### config.mk
export PLATFORM = sky130hd
export DESIGN_NAME = spi_peripheral
export DESIGN_NICKNAME = d
export VERILOG_FILES = /design/src/rtl/spi_pkg.sv /design/src/rtl/sync_edge_detect.sv /design/src/rtl/spi_peripheral.sv
export SDC_FILE = /design/constraint.sdc
export NUM_CORES = 1
export LEC_CHECK = 0
export ABC_AREA = 0
export BUFFER_PORTS_ARGS = -buffer_cell sky130_fd_sc_hd__buf_2
export CAP_MARGIN = 20
export CORE_MARGIN = 2
export CORE_UTILIZATION = 60
export CTS_BUF_LIST = sky130_fd_sc_hd__clkbuf_4
export DETAILED_ROUTE_END_ITERATION = 12
export GPL_ROUTABILITY_DRIVEN = 0
export GPL_TIMING_DRIVEN = 0
export PLACE_DENSITY = 0.93
export RECOVER_POWER = 25
export SYNTH_ARGS = -nofsm -noshare
export SYNTH_HDL_FRONTEND = slang
export SYNTH_SLANG_ARGS = --single-unit
### constraint.sdc
create_clock -name clk -period 1.83 [get_ports clk]
set_clock_uncertainty 0.05 [all_clocks]
set_input_delay 0.366 -clock clk [delete_from_list [all_inputs] [get_ports clk]]
set_output_delay 0.366 -clock clk [all_outputs]
set_load 0.02 [all_outputs]
### src/rtl/spi_pkg.sv
// Shared definitions for the SPI responder: one-hot FSM encoding and the
// SPI mode constants that pick which SCK edge samples and which one shifts.
package spi_pkg;

    typedef enum logic [2:0] {
        STATE_RESYNC = 3'b001,
        STATE_IDLE   = 3'b010,
        STATE_ACTIVE = 3'b100
    } state_t;

    localparam bit SPI_CPOL = 1'b0;
    localparam bit SPI_CPHA = 1'b0;

    // With CPOL == CPHA the rising SCK edge samples and the falling edge shifts.
    localparam bit SPI_SAMPLE_ON_RISE = (SPI_CPOL == SPI_CPHA);

endpackage

### src/rtl/sync_edge_detect.sv
// Multi-flop synchronizer for an asynchronous pin, with registered one-cycle
// rise/fall pulses derived from the synchronized level.
module sync_edge_detect #(
    parameter int SYNC_STAGES = 2
) (
    input  logic clk,
    input  logic rst,
    input  logic i_async,
    output logic o_sync,
    output logic o_rise,
    output logic o_fall
);

    logic [SYNC_STAGES-1:0] r_sync;
    logic                   r_prev;
    logic                   r_rise;
    logic                   r_fall;

    // NOTE: non-blocking assignments make each stage take the previous stage's
    // old value, so the chain really is SYNC_STAGES flops deep.
    always_ff @(posedge clk) begin
        if (rst) begin
            r_sync <= '0;
            r_prev <= 1'b0;
            r_rise <= 1'b0;
            r_fall <= 1'b0;
        end else begin
            r_sync <= {r_sync[SYNC_STAGES-2:0], i_async};
            r_prev <= r_sync[SYNC_STAGES-1];
            r_rise <= r_sync[SYNC_STAGES-1] & ~r_prev;
            r_fall <= ~r_sync[SYNC_STAGES-1] & r_prev;
        end
    end

    assign o_sync = r_sync[SYNC_STAGES-1];
    assign o_rise = r_rise;
    assign o_fall = r_fall;

endmodule

### src/rtl/spi_peripheral.sv
// Mode-0 SPI responder: oversamples CS/SCK/MOSI in the clk domain, delivers
// complete frames as a valid/data pulse and shifts a host-loaded word on MISO.
module spi_peripheral
    import spi_pkg::*;
#(
    parameter int TRANSACTION_LENGTH_BITS = 32,
    parameter int SYNC_STAGES             = 2
) (
    input  logic                               clk,
    input  logic                               rst,
    input  logic                               spi_cs_n,
    input  logic                               spi_clk,
    input  logic                               spi_din,
    output logic                               spi_dout,
    input  logic                               axiiv,
    input  logic [TRANSACTION_LENGTH_BITS-1:0] axiid,
    output logic                               axiready,
    output logic                               axiov,
    output logic [TRANSACTION_LENGTH_BITS-1:0] axiod,
    output logic                               frame_error
);

    localparam int              W          = TRANSACTION_LENGTH_BITS;
    localparam int              CW         = $clog2(W + 2);
    localparam logic [CW-1:0]   COUNT_FULL = CW'(W);
    localparam logic [CW-1:0]   COUNT_SAT  = CW'(W + 1);

    logic w_cs_sync, w_cs_rise, w_cs_fall;
    logic w_sck_sync, w_sck_rise, w_sck_fall;
    logic w_din;

    sync_edge_detect #(.SYNC_STAGES(SYNC_STAGES)) u_cs_sync (
        .clk     (clk),
        .rst     (rst),
        .i_async (spi_cs_n),
        .o_sync  (w_cs_sync),
        .o_rise  (w_cs_rise),
        .o_fall  (w_cs_fall)
    );

    sync_edge_detect #(.SYNC_STAGES(SYNC_STAGES)) u_sck_sync (
        .clk     (clk),
        .rst     (rst),
        .i_async (spi_clk),
        .o_sync  (w_sck_sync),
        .o_rise  (w_sck_rise),
        .o_fall  (w_sck_fall)
    );

    // MOSI chain ends in a "previous" flop so it lines up with the registered SCK pulses.
    logic [SYNC_STAGES:0] r_din_sync;

    always_ff @(posedge clk) begin
        if (rst) r_din_sync <= '0;
        else     r_din_sync <= {r_din_sync[SYNC_STAGES-1:0], spi_din};
    end

    assign w_din = r_din_sync[SYNC_STAGES];

    state_t         r_state, w_state_next;
    logic [W-1:0]   r_rx_shift, r_tx_shift, r_tx_hold, r_axiod, w_tx_shift_next;
    logic [CW-1:0]  r_bit_count;
    logic           r_tx_pending, r_axiov, r_frame_error, r_dout;
    logic           w_frame_start, w_frame_end, w_sample, w_shift;

    always_ff @(posedge clk) begin
        if (rst) r_state <= STATE_RESYNC;
        else     r_state <= w_state_next;
    end

    // NOTE: every signal written here gets a default first, so no path can
    // leave one unassigned and infer a latch.
    always_comb begin
        w_state_next    = r_state;
        w_frame_start   = 1'b0;
        w_frame_end     = 1'b0;
        w_sample        = 1'b0;
        w_shift         = 1'b0;
        w_tx_shift_next = r_tx_shift;
        unique case (r_state)
            // Leave only once the bus is idle so a frame caught mid-way is dropped.
            STATE_RESYNC: if (w_cs_sync && (w_sck_sync == SPI_CPOL)) w_state_next = STATE_IDLE;
            STATE_IDLE: begin
                if (w_cs_fall) begin
                    w_state_next    = STATE_ACTIVE;
                    w_frame_start   = 1'b1;
                    w_tx_shift_next = r_tx_pending ? r_tx_hold : '0;
                end
            end
            STATE_ACTIVE: begin
                w_sample = SPI_SAMPLE_ON_RISE ? w_sck_rise : w_sck_fall;
                w_shift  = SPI_SAMPLE_ON_RISE ? w_sck_fall : w_sck_rise;
                if (w_shift) w_tx_shift_next = {r_tx_shift[W-2:0], 1'b0};
                if (w_cs_rise) begin
                    w_state_next = STATE_IDLE;
                    w_frame_end  = 1'b1;
                end
            end
            default: w_state_next = STATE_RESYNC;
        endcase
    end

    always_ff @(posedge clk) begin
        if (rst) begin
            r_rx_shift    <= '0;
            r_tx_shift    <= '0;
            r_tx_hold     <= '0;
            r_tx_pending  <= 1'b0;
            r_bit_count   <= '0;
            r_axiod       <= '0;
            r_axiov       <= 1'b0;
            r_frame_error <= 1'b0;
            r_dout        <= 1'b0;
        end else begin
            r_axiov       <= 1'b0;
            r_frame_error <= 1'b0;
            r_tx_shift    <= w_tx_shift_next;
            r_dout        <= (w_state_next == STATE_ACTIVE) & w_tx_shift_next[W-1];

            if (w_frame_start) begin
                r_bit_count  <= '0;
                r_tx_pending <= 1'b0;
            end

            if (w_sample) begin
                r_rx_shift <= {r_rx_shift[W-2:0], w_din};
                if (r_bit_count != COUNT_SAT) r_bit_count <= r_bit_count + 1'b1;
            end

            if (w_frame_end) begin
                if (r_bit_count == COUNT_FULL) begin
                    r_axiod <= r_rx_shift;
                    r_axiov <= 1'b1;
                end else begin
                    r_frame_error <= 1'b1;
                end
            end

            // An accept in the same cycle as a frame start wins, keeping the new word pending.
            if (axiiv && !r_tx_pending) begin
                r_tx_hold    <= axiid;
                r_tx_pending <= 1'b1;
            end
        end
    end

    assign spi_dout    = r_dout;
    assign axiready    = ~r_tx_pending;
    assign axiov       = r_axiov;
    assign axiod       = r_axiod;
    assign frame_error = r_frame_error;

endmodule
======== After elaboration in Yosys (flattened, before gate mapping) ========
Index checks and enable logic that the tools add are counted.
cells by class
  add/subtract/negate cells ............... 1
  eq/ne operators ......................... 8
  muxes and demuxes ....................... 20
  bitwise gates (word level) .............. 11
  reductions and logical operators ........ 8
operator list
  operator               number
  $mux W32               3
  $pmux W32 S2           1
  $mux W6                3
  $mux W1                9
  $mux W3                3
  $pmux W3 S3            1
  $add A6 B1 Y6 const B  1
  $eq A3 B3 Y1 const B   2
  $eq A6 B6 Y1 const B   1
  $ne A6 B6 Y1 const B   1
  $not A1 Y1             6
  $and A1 B1 Y1          5
  $ne A2 B1 Y1 const B   2
  $reduce_bool A2 Y1     2
  $eq A3 B1 Y1 const B   1
  $eq A3 B2 Y1 const B   1
  $reduce_and A3 Y1      1
  $logic_and A1 B1 Y1    2
  $reduce_and A2 Y1      1
  $reduce_or A2 Y1       1
  $logic_not A1 Y1       1
storage, ports and cells
  flip-flop bits (word level) ............. 154
  output and inout bits ................... 36
  logic and storage cells ................. 68

======== Longest topological paths before layout ========
Gate-level depths: netlist of the first run.
  depth after elaboration ................. 6
  gate-level depth with buffers ........... 7

======== Modules after synthesis ========
A second synthesis of the first run with hierarchy kept.
second synthesis, totals
  cell total of the unflattened synthesis .. 638
  area, all modules ....................... 5485.3 µm²
by module, submodules not included
  module            times used  cells each  area each (µm²)  seq. area each (µm²)
  spi_peripheral    1           618         5217.5           2882.8
  sync_edge_detect  2           10          133.9            100.1

======== Worst setup path after synthesis of the first run ========
No wires, ideal clock.
  path kind ............................... register -> register
  start ................................... reg r_bit_count[0]
  end ..................................... reg r_axiod[10] (netlist: axiod[10])
  setup time .............................. 116 ps
  data arrival time ....................... 1396 ps
  required time ........................... 1664 ps
  setup slack ............................. 268 ps
  cell stages (with the launch flop) ...... 8
  path buffers ............................ 3
  clock period less this slack ............ 1562 ps
  cell sequence ........................... dfxtp_1 inv_1 ha_1 buf_1 and3_1 buf_2 buf_4 a31o_1
on the way
  word-level cells in the longest chain between the ends .. 2
ends and longest elaborated chain
  what                         RTL line               text
  start: declaration           spi_peripheral.sv:62   logic [CW-1:0] r_bit_count;
  start signal: assignment     spi_peripheral.sv:127  if (r_bit_count != COUNT_SAT) r_bit_count <= r_bit_count + 1'b1;
  $eq A6 B6 Y1                 spi_peripheral.sv:131  if (r_bit_count == COUNT_FULL) begin
  $reduce_and A2 Y1 (no line)  -
  end signal: assignment       spi_peripheral.sv:132  r_axiod <= r_rx_shift;
  end: declaration             spi_peripheral.sv:61   logic [W-1:0] r_rx_shift, r_tx_shift, r_tx_hold, r_axiod, w_tx_shift_next;
Every way passes these cells.
A chain may end at the register's enable or synchronous reset.

======== Final worst setup path of the first run ========
  start ................................... reg r_state[2]
  end ..................................... reg r_dout (netlist: spi_dout)
on the way
  word-level cells in the longest chain between the ends .. 4
  elaborated cells on any way between the ends .. 10
ends and longest elaborated chain
  what                                        RTL line               text
  start: declaration                          spi_peripheral.sv:60   state_t r_state, w_state_next;
  start signal: assignment                    spi_peripheral.sv:68   else r_state <= w_state_next;
  $eq A3 B3 Y1, or another cell as far along  spi_peripheral.sv:80   unique case (r_state)
  $pmux W3 S3                                 spi_peripheral.sv:80
  $eq A3 B3 Y1                                spi_peripheral.sv:118  r_dout <= (w_state_next == STATE_ACTIVE) & w_tx_shift_next[W-1];
  $and A1 B1 Y1 (*)                           spi_peripheral.sv:118
  end signal: assignment                      spi_peripheral.sv:118
  end: declaration                            spi_peripheral.sv:63   logic r_tx_pending, r_axiov, r_frame_error, r_dout;
Every way passes the cells marked *; elsewhere a longest branch is shown, timed or not.

==> out/metrics.csv, run 1 <==
metric,value,unit
global_route.overflow_total,0,
post_synth_num_cell_types,40,
min_to,r_tx_hold[11],
synth_xor_area_frac,0.00145,
timing.critical_path.to_type,flop,
cts_tree,yes,
vias_per_cell,5.93,
timing.max_slew.rel_slack,0.620,
place.port_buffers,72,
post_drt_wl_per_cell,15.6,um
clockRootBuffer,sky130_fd_sc_hd__clkbuf_4,
fillers,693,
worst_setup_sp_type,flop,
synth_compound_area_frac,0.239,
irDropWorstVdd,0.000790,V
period_needed,1810,ps
detailroute.via_count,5685,
clock_tree.buffer_depth,2,
core_area,9770,sq um
top_level_ports,74,
max_freq,553,MHz
route.final.wire_length,15000,um
hold_crit_class,in -> reg,
final_critical_path_setup_slack,22.9,ps
power.static_leakage,2.53,nW
timing.final.setup_violations,0,
report.power.total,5.96,mW
grt_max_degree,17,
clk_pin_slew_worst_paths,130,ps
outcome,completed,
grtUsageTotal,0.280,
hold_path_depth,3,
synth_enable_flop_cells,0,
synth_fa_ha_area_frac,0.00623,
die_boundary_width,104,um
netlist_instances,691,
number_of_max_cap_violations,0,
finalCritPeriodShare,0.987,
initial_antenna_violation_count,0,
cts-htree-levels,4,
drt_first_iter_violations,519,
die_height,104,um
ys_ff_latch,154,
sequential_cell_area,3090,sq um
initial_core_util,0.616,
seq_area_frac_synth,0.512,
synth_mux_area_frac,0.00540,
postRouteAntennaNets,0,
max_slew.worst_pin.slew,562,ps
rows,36,
final-max-slew-violation-count,0,
finalInstanceArea,7180,sq um
synth_top_family_by_area,compound AO/OA/AOI/OAI gates,
pwr_density_cell,830,nW/um^2
warning_count_from_the_yosys_run,0,
dieArea,10900,sq um
cts_sinks,154,
yosys_most_used_dff,sky130_fd_sc_hd__dfxtp_1,
multiInputGateArea,2510,sq um
clk_latency,540,ps
synth_area,6020,sq um
drt_first_pass_iters,5,
ff2ff_setup_slack,20,ps
synthSimpleGateAreaFrac,0.162,
grt_pass1_wl,25000,um
dp_worst_setup_slack,-225,ps
detailedPlacementHpwl,9860,um
nNetsFinal,853,
arrival,2180,ps
worst-r2r-cell-count,3,
place_area,6550,sq um
cts_made_buffers,17,
async_flop_share,0,
worst_r2r_startpoint,r_state[2],
final_cells,958,
dp_cells,896,
r2r_end,spi_dout,
min-delay-start,axiid[11],
report.final.hold_viol_count,0,
path_class,reg -> reg,
drt_drc_violations_left,0,
fin_util,0.735,
final_layout_size_suffix_gt1_frac,0.154,
critical_path.max_fanout,7,
antenna-diode-count,0,
area_growth,19.3,%
crit_required,2200,ps
post_synth.cell_area_avg,8.71,sq um
first_global_vias,5437,
postSynthNetCount,732,
==> cells in the final DEF (no fill, tap or decap), types with 2 or more instances in the layout <==
cell type and n:
sky130_fd_sc_hd__o211ai_1 2, sky130_fd_sc_hd__mux2_2 2, sky130_fd_sc_hd__o21ai_0 2, sky130_fd_sc_hd__nand4bb_1 4
sky130_fd_sc_hd__nor2_1 4, sky130_fd_sc_hd__a21oi_1 102, sky130_fd_sc_hd__clkbuf_2 20, sky130_fd_sc_hd__nand3b_1 2
sky130_fd_sc_hd__buf_2 59, sky130_fd_sc_hd__nor3b_1 2, sky130_fd_sc_hd__inv_6 3, sky130_fd_sc_hd__a31o_1 30
sky130_fd_sc_hd__dlygate4sd3_1 30, sky130_fd_sc_hd__buf_1 4, sky130_fd_sc_hd__nand3_1 35, sky130_fd_sc_hd__clkinv_1 2
sky130_fd_sc_hd__a311oi_1 32, sky130_fd_sc_hd__dfxtp_1 152, sky130_fd_sc_hd__clkinvlp_4 4, sky130_fd_sc_hd__bufinv_16 3
sky130_fd_sc_hd__a32oi_1 30, sky130_fd_sc_hd__clkinv_4 2, sky130_fd_sc_hd__ha_1 3, sky130_fd_sc_hd__clkbuf_1 55
sky130_fd_sc_hd__buf_4 6, sky130_fd_sc_hd__a31o_2 2, sky130_fd_sc_hd__nor3_1 5, sky130_fd_sc_hd__nand2_1 134
sky130_fd_sc_hd__nor4bb_2 2, sky130_fd_sc_hd__inv_1 39, sky130_fd_sc_hd__and3_1 2, sky130_fd_sc_hd__a211oi_1 3
sky130_fd_sc_hd__nor2b_1 12, sky130_fd_sc_hd__clkbuf_4 18, sky130_fd_sc_hd__o31ai_1 2
==> layout make-up <==
cell class | instances | area share
Sequential cell | 154 | 0.430
Multi-Input combinational cell | 426 | 0.350
Timing Repair Buffer | 104 | 0.0895
Buffer | 70 | 0.0444
Clock inverter | 14 | 0.0239
Tap cell | 133 | 0.0232
Inverter | 39 | 0.0204
Clock buffer | 18 | 0.0188
==> through the flow <==
step / setup TNS [ps] / hold slack (ps)
after CTS: 0 / 0.948
final: 0 / 15.6
after detailed placement: -13440 / 352
after global placement: -9010 / 339
after floorplan: 0 / 333
after global routing: -28.9 / 1.15
==> flip-flops by register name, indices dropped and copies added (netlist names) <==
name and cells:
axiod 32, r_rx_shift 32, r_tx_hold 32, r_tx_shift 32, r_bit_count 6, r_din_sync 3, r_state 3, u_cs_sync.r_sync 2
u_sck_sync.r_sync 2, axiov 1, frame_error 1, r_tx_pending 1, spi_dout 1, u_cs_sync.o_fall 1, u_cs_sync.o_rise 1, u_cs_sync.r_prev 1
u_sck_sync.o_fall 1, u_sck_sync.o_rise 1, u_sck_sync.r_prev 1
==> power breakdown <==
group	total, mW	switching (mW)	internal (mW)
clock	2.18	1.22	0.968
sequential	3.45	0.0390	3.41
combinational	0.330	0.198	0.132
total	5.96	1.45	4.51
==> Yosys cell counts (all sizes together), types with 2 or more instances <==
cell type / count / area share
a211oi: 3 / 0.0037
inv: 39 / 0.024
buf: 23 / 0.019
clkbuf: 49 / 0.031
o211ai: 2 / 0.0025
nand2: 134 / 0.084
nor3: 5 / 0.0042
dfxtp: 154 / 0.51
nor4bb: 3 / 0.0050
a31o: 32 / 0.047
a32oi: 30 / 0.044
a21oi: 102 / 0.085
and3: 2 / 0.0021
nor2: 4 / 0.0025
nand4bb: 4 / 0.0075
o31ai: 2 / 0.0025
nand3: 35 / 0.029
nor2b: 12 / 0.012
a311oi: 32 / 0.047
ha: 3 / 0.0062
nor3b: 2 / 0.0025
nand3b: 2 / 0.0025
mux2: 2 / 0.0037
o21ai: 2 / 0.0017
==> cells by family (layout without fill, tap and decap cells) <==
logic type	Yosys count	in the layout
muxes	3	3
xor gates and xnor gates	1	1
buffers and inverters	111	245
adders and majority gates	3	3
AOI/OAI and AO/OA	210	210
and+or+nand+nor	209	209
DFF	154	154
==> worst max path at each step <==
| stage | startpoint | endpoint | slack (ps) | cells past startpoint |
|---|---|---|---|---|
| 2_1_floorplan | r_bit_count[0] | axiod[10] | 270 | 7 |
| 3_3_place_gp | rst | r_rx_shift[26] | -170 | 5 |
| 3_5_place_dp | rst | r_tx_hold[25] | -230 | 5 |
| 4_1_cts | r_bit_count[0] | axiod[3] | 1 | 6 |
| 5_1_grt | r_state[2] | spi_dout | -30 | 3 |
| 6_report | r_state[2] | spi_dout | 20 | 3 |
==> critical path, cell delays in order (launching register included) <==
cell and delay [ps]:
sky130_fd_sc_hd__dfxtp_1 440, sky130_fd_sc_hd__nor4bb_2 520, sky130_fd_sc_hd__a32oi_1 190, sky130_fd_sc_hd__a2111oi_2 490
==> per-layer routing <==
metal,vias up,GRT usage,part of all wire
met5,-,0,0
met4,0,0.109,0.028
met3,50,0.0589,0.066
met2,279,0.486,0.50
met1,2663,0.340,0.41
li1,2693,-,-
==> timing repair <==
item | CTS | global route
hold buffers | 26 | 4
pin swaps | 0 | 1
setup buffers | 0 | 2
gates cloned | 0 | 0
gates resized for setup | 9 | 36
endpoints found under the setup margin | 22 | 73
hold endpoints to repair | 26 | 4
(Power assumes the default switching activity.)
==> run 2: changes to the inputs <==
--- a/config.mk
+++ b/config.mk
@@ -14,7 +14,7 @@
 export DETAILED_ROUTE_END_ITERATION = 12
 export GPL_ROUTABILITY_DRIVEN = 0
 export GPL_TIMING_DRIVEN = 0
-export PLACE_DENSITY = 0.93
+export PLACE_DENSITY_LB_ADDON = 0.25
 export RECOVER_POWER = 25
 export SYNTH_ARGS = -nofsm -noshare
 export SYNTH_HDL_FRONTEND = slang
==> run 2 against run 1 <==
Non-clock buffer count rose by 1. Maximum frequency rose by 3.1%. Setup slack improved by 55 ps. Critical path type unchanged. Largest power group unchanged.
==> out/metrics.csv, run 2 (same netlist as run 1, synthesis figures left out) <==
metric,value,unit,change
cts_made_buffers,17,,unchanged
drt_first_pass_iters,5,,unchanged
dieArea,10900,sq um,unchanged
timing.critical_path.buf_inv,0,,unchanged
critical-path-slowest-cell,sky130_fd_sc_hd__nor4bb_2,,
timing.final.setup_violations,0,,unchanged
worstPathCellList,nor4bb_2 > a32oi_1 > a2111oi_1,,
drt_first_iter_violations,302,,-42%
final-max-slew-violation-count,0,,unchanged
place_area,6550,sq um,unchanged
global_route.overflow_total,0,,unchanged
layout_commonest_cell,sky130_fd_sc_hd__dfxtp_1,,
power.static_leakage,2.63,nW,+4.1%
grtUsageTotal,0.266,,-0.0135
crit_path_start,u_sck_sync.o_fall,,
place.port_buffers,72,,unchanged
number_of_max_cap_violations,0,,unchanged
antenna-diode-count,0,,unchanged
hold_crit_class,in -> reg,,
postRouteAntennaNets,0,,unchanged
critical-path-max-stage-delay,520,ps,about the same
detailedPlacementHpwl,9720,um,-1.5%
finalCritPeriodShare,0.957,,-0.0300
worst_setup_sp_type,flop,,
final_layout_size_suffix_gt1_frac,0.175,,+0.0206
period_needed,1750,ps,-54.9 ps
top_level_ports,74,,unchanged
cpLargestDelayFamily,compound AO/OA/AOI/OAI gates,,
cts_sinks,154,,unchanged
arrival,2090,ps,-90 ps
clockRootBuffer,sky130_fd_sc_hd__clkbuf_4,,
worst_r2r_startpoint,u_sck_sync.o_fall,,
grt_pass1_wl,23900,um,-4.3%
drt_drc_violations_left,0,,unchanged
mostFrequentLayoutCells,"152 x sky130_fd_sc_hd__dfxtp_1, 134 x sky130_fd_sc_hd__nand2_1, 102 x sky130_fd_sc_hd__a21oi_1",,
die_height,104,um,unchanged
area_growth,19.8,%,
path_class,reg -> reg,,
post_drt_wl_per_cell,14.7,um,-5.8%
cts-htree-levels,4,,unchanged
core_area,9770,sq um,unchanged
report.power.total,5.96,mW,about the same
report.final.hold_viol_count,0,,unchanged
timing.critical_path.to_type,flop,,
min-delay-start,axiid[25],,
timing.setup.tns,0,ps,unchanged
max_freq,571,MHz,+3.1%
grt_max_degree,17,,unchanged
initial_core_util,0.616,,unchanged
clock_tree.buffer_depth,2,,unchanged
die_boundary_width,104,um,unchanged
timing.max_slew.rel_slack,0.601,,-0.0192
outcome,completed,,
rows,36,,unchanged
clk_latency,530,ps,about the same
clk_pin_slew_worst_paths,120,ps,about the same
final.hold.worst_slack,27.2,ps,+11.7 ps
critical_path.max_fanout,4,,-3
grt_setup_unrepaired,yes,,
nNetsFinal,854,,+0.12%
vias_per_cell,5.71,,-3.8%
route.final.wire_length,14100,um,-5.8%
initial_antenna_violation_count,0,,unchanged
cts_tree,yes,,
irDropWorstVdd,0.000553,V,-30%
detailroute.via_count,5468,,-3.8%
max_slew.worst_pin.slew,599,ps,+36.9 ps
crit_required,2170,ps,-30 ps
first_global_vias,5263,,-3.2%
pwr_density_cell,827,nW/um^2,-0.38%
finalInstanceArea,7210,sq um,+0.40%
## run 2: cell types whose count changed in the layout (fill, tap and decap cells not counted), sizes merged
| cell | previous run | this run |
|---|---|---|
| dlygate4sd3 | 30 | 31 |
| inv | 42 | 39 |
| clkbuf | 93 | 65 |
| buf | 69 | 96 |
| clkinv | 4 | 6 |
| bufinv | 3 | 4 |
## run 2: cell type report
| cell class | count | area, sq um |
|---|---|---|
| Fill cell | 750 | 2560 |
| Buffer | 70 | 315 |
| Tap cell | 133 | 166 |
| Timing Repair Buffer | 105 | 686 |
| Multi-Input combinational cell | 426 | 2500 |
| Clock buffer | 17 | 128 |
| Inverter | 39 | 146 |
| Clock inverter | 14 | 180 |
| Sequential cell | 154 | 3090 |
## run 2: worst paths after layout
| path | end | slack [ps] | cells after the start |
|---|---|---|---|
| worst max-delay path | spi_dout | 80 | 3 |
| worst min-delay path | r_tx_hold[25] | 30 | 3 |
| worst max register to register | spi_dout | 80 | 3 |
| worst min register to register | u_cs_sync.o_rise | 370 | 1 |
## run 2: metal layers
layer / up-vias / track usage / share of wire
met1: 2583 / 0.313 / 0.42
met3: 27 / 0.0558 / 0.051
met2: 170 / 0.479 / 0.51
met5: - / 0 / 0
li1: 2688 / - / -
met4: 0 / 0.0965 / 0.014
## run 2: what timing repair did
| item | 4_1_cts | 5_1_grt |
|---|---|---|
| buffers inserted | 0 | 2 |
| gates resized for setup | 10 | 26 |
| pin swaps | 0 | 1 |
| setup endpoints to repair | 18 | 71 |
| endpoints found under the hold margin | 28 | 3 |
| hold buffers | 28 | 3 |
| gates cloned | 0 | 0 |
## run 2: through the flow
step / worst slack [ps] / utilization / instances
floorplan: 268 / - / 691
global placement: -192 / 0.670 / 896
detailed placement: -193 / 0.670 / 896
CTS: 10.8 / 0.732 / 954
global route: -30.7 / 0.738 / 958
finish: 77.8 / 0.738 / 958
## run 2: worst register-to-register path, stage by stage, from the launching register on
cell and delay [ps]:
sky130_fd_sc_hd__dfxtp_1 390, sky130_fd_sc_hd__nor4bb_2 520, sky130_fd_sc_hd__a32oi_1 140, sky130_fd_sc_hd__a2111oi_1 520
## run 2: power by group
part,total (mW),switching [mW],internal [mW]
registers,3.44,0.0352,3.41
logic,0.319,0.186,0.133
clock network,2.20,1.14,1.06
total,5.96,1.36,4.60
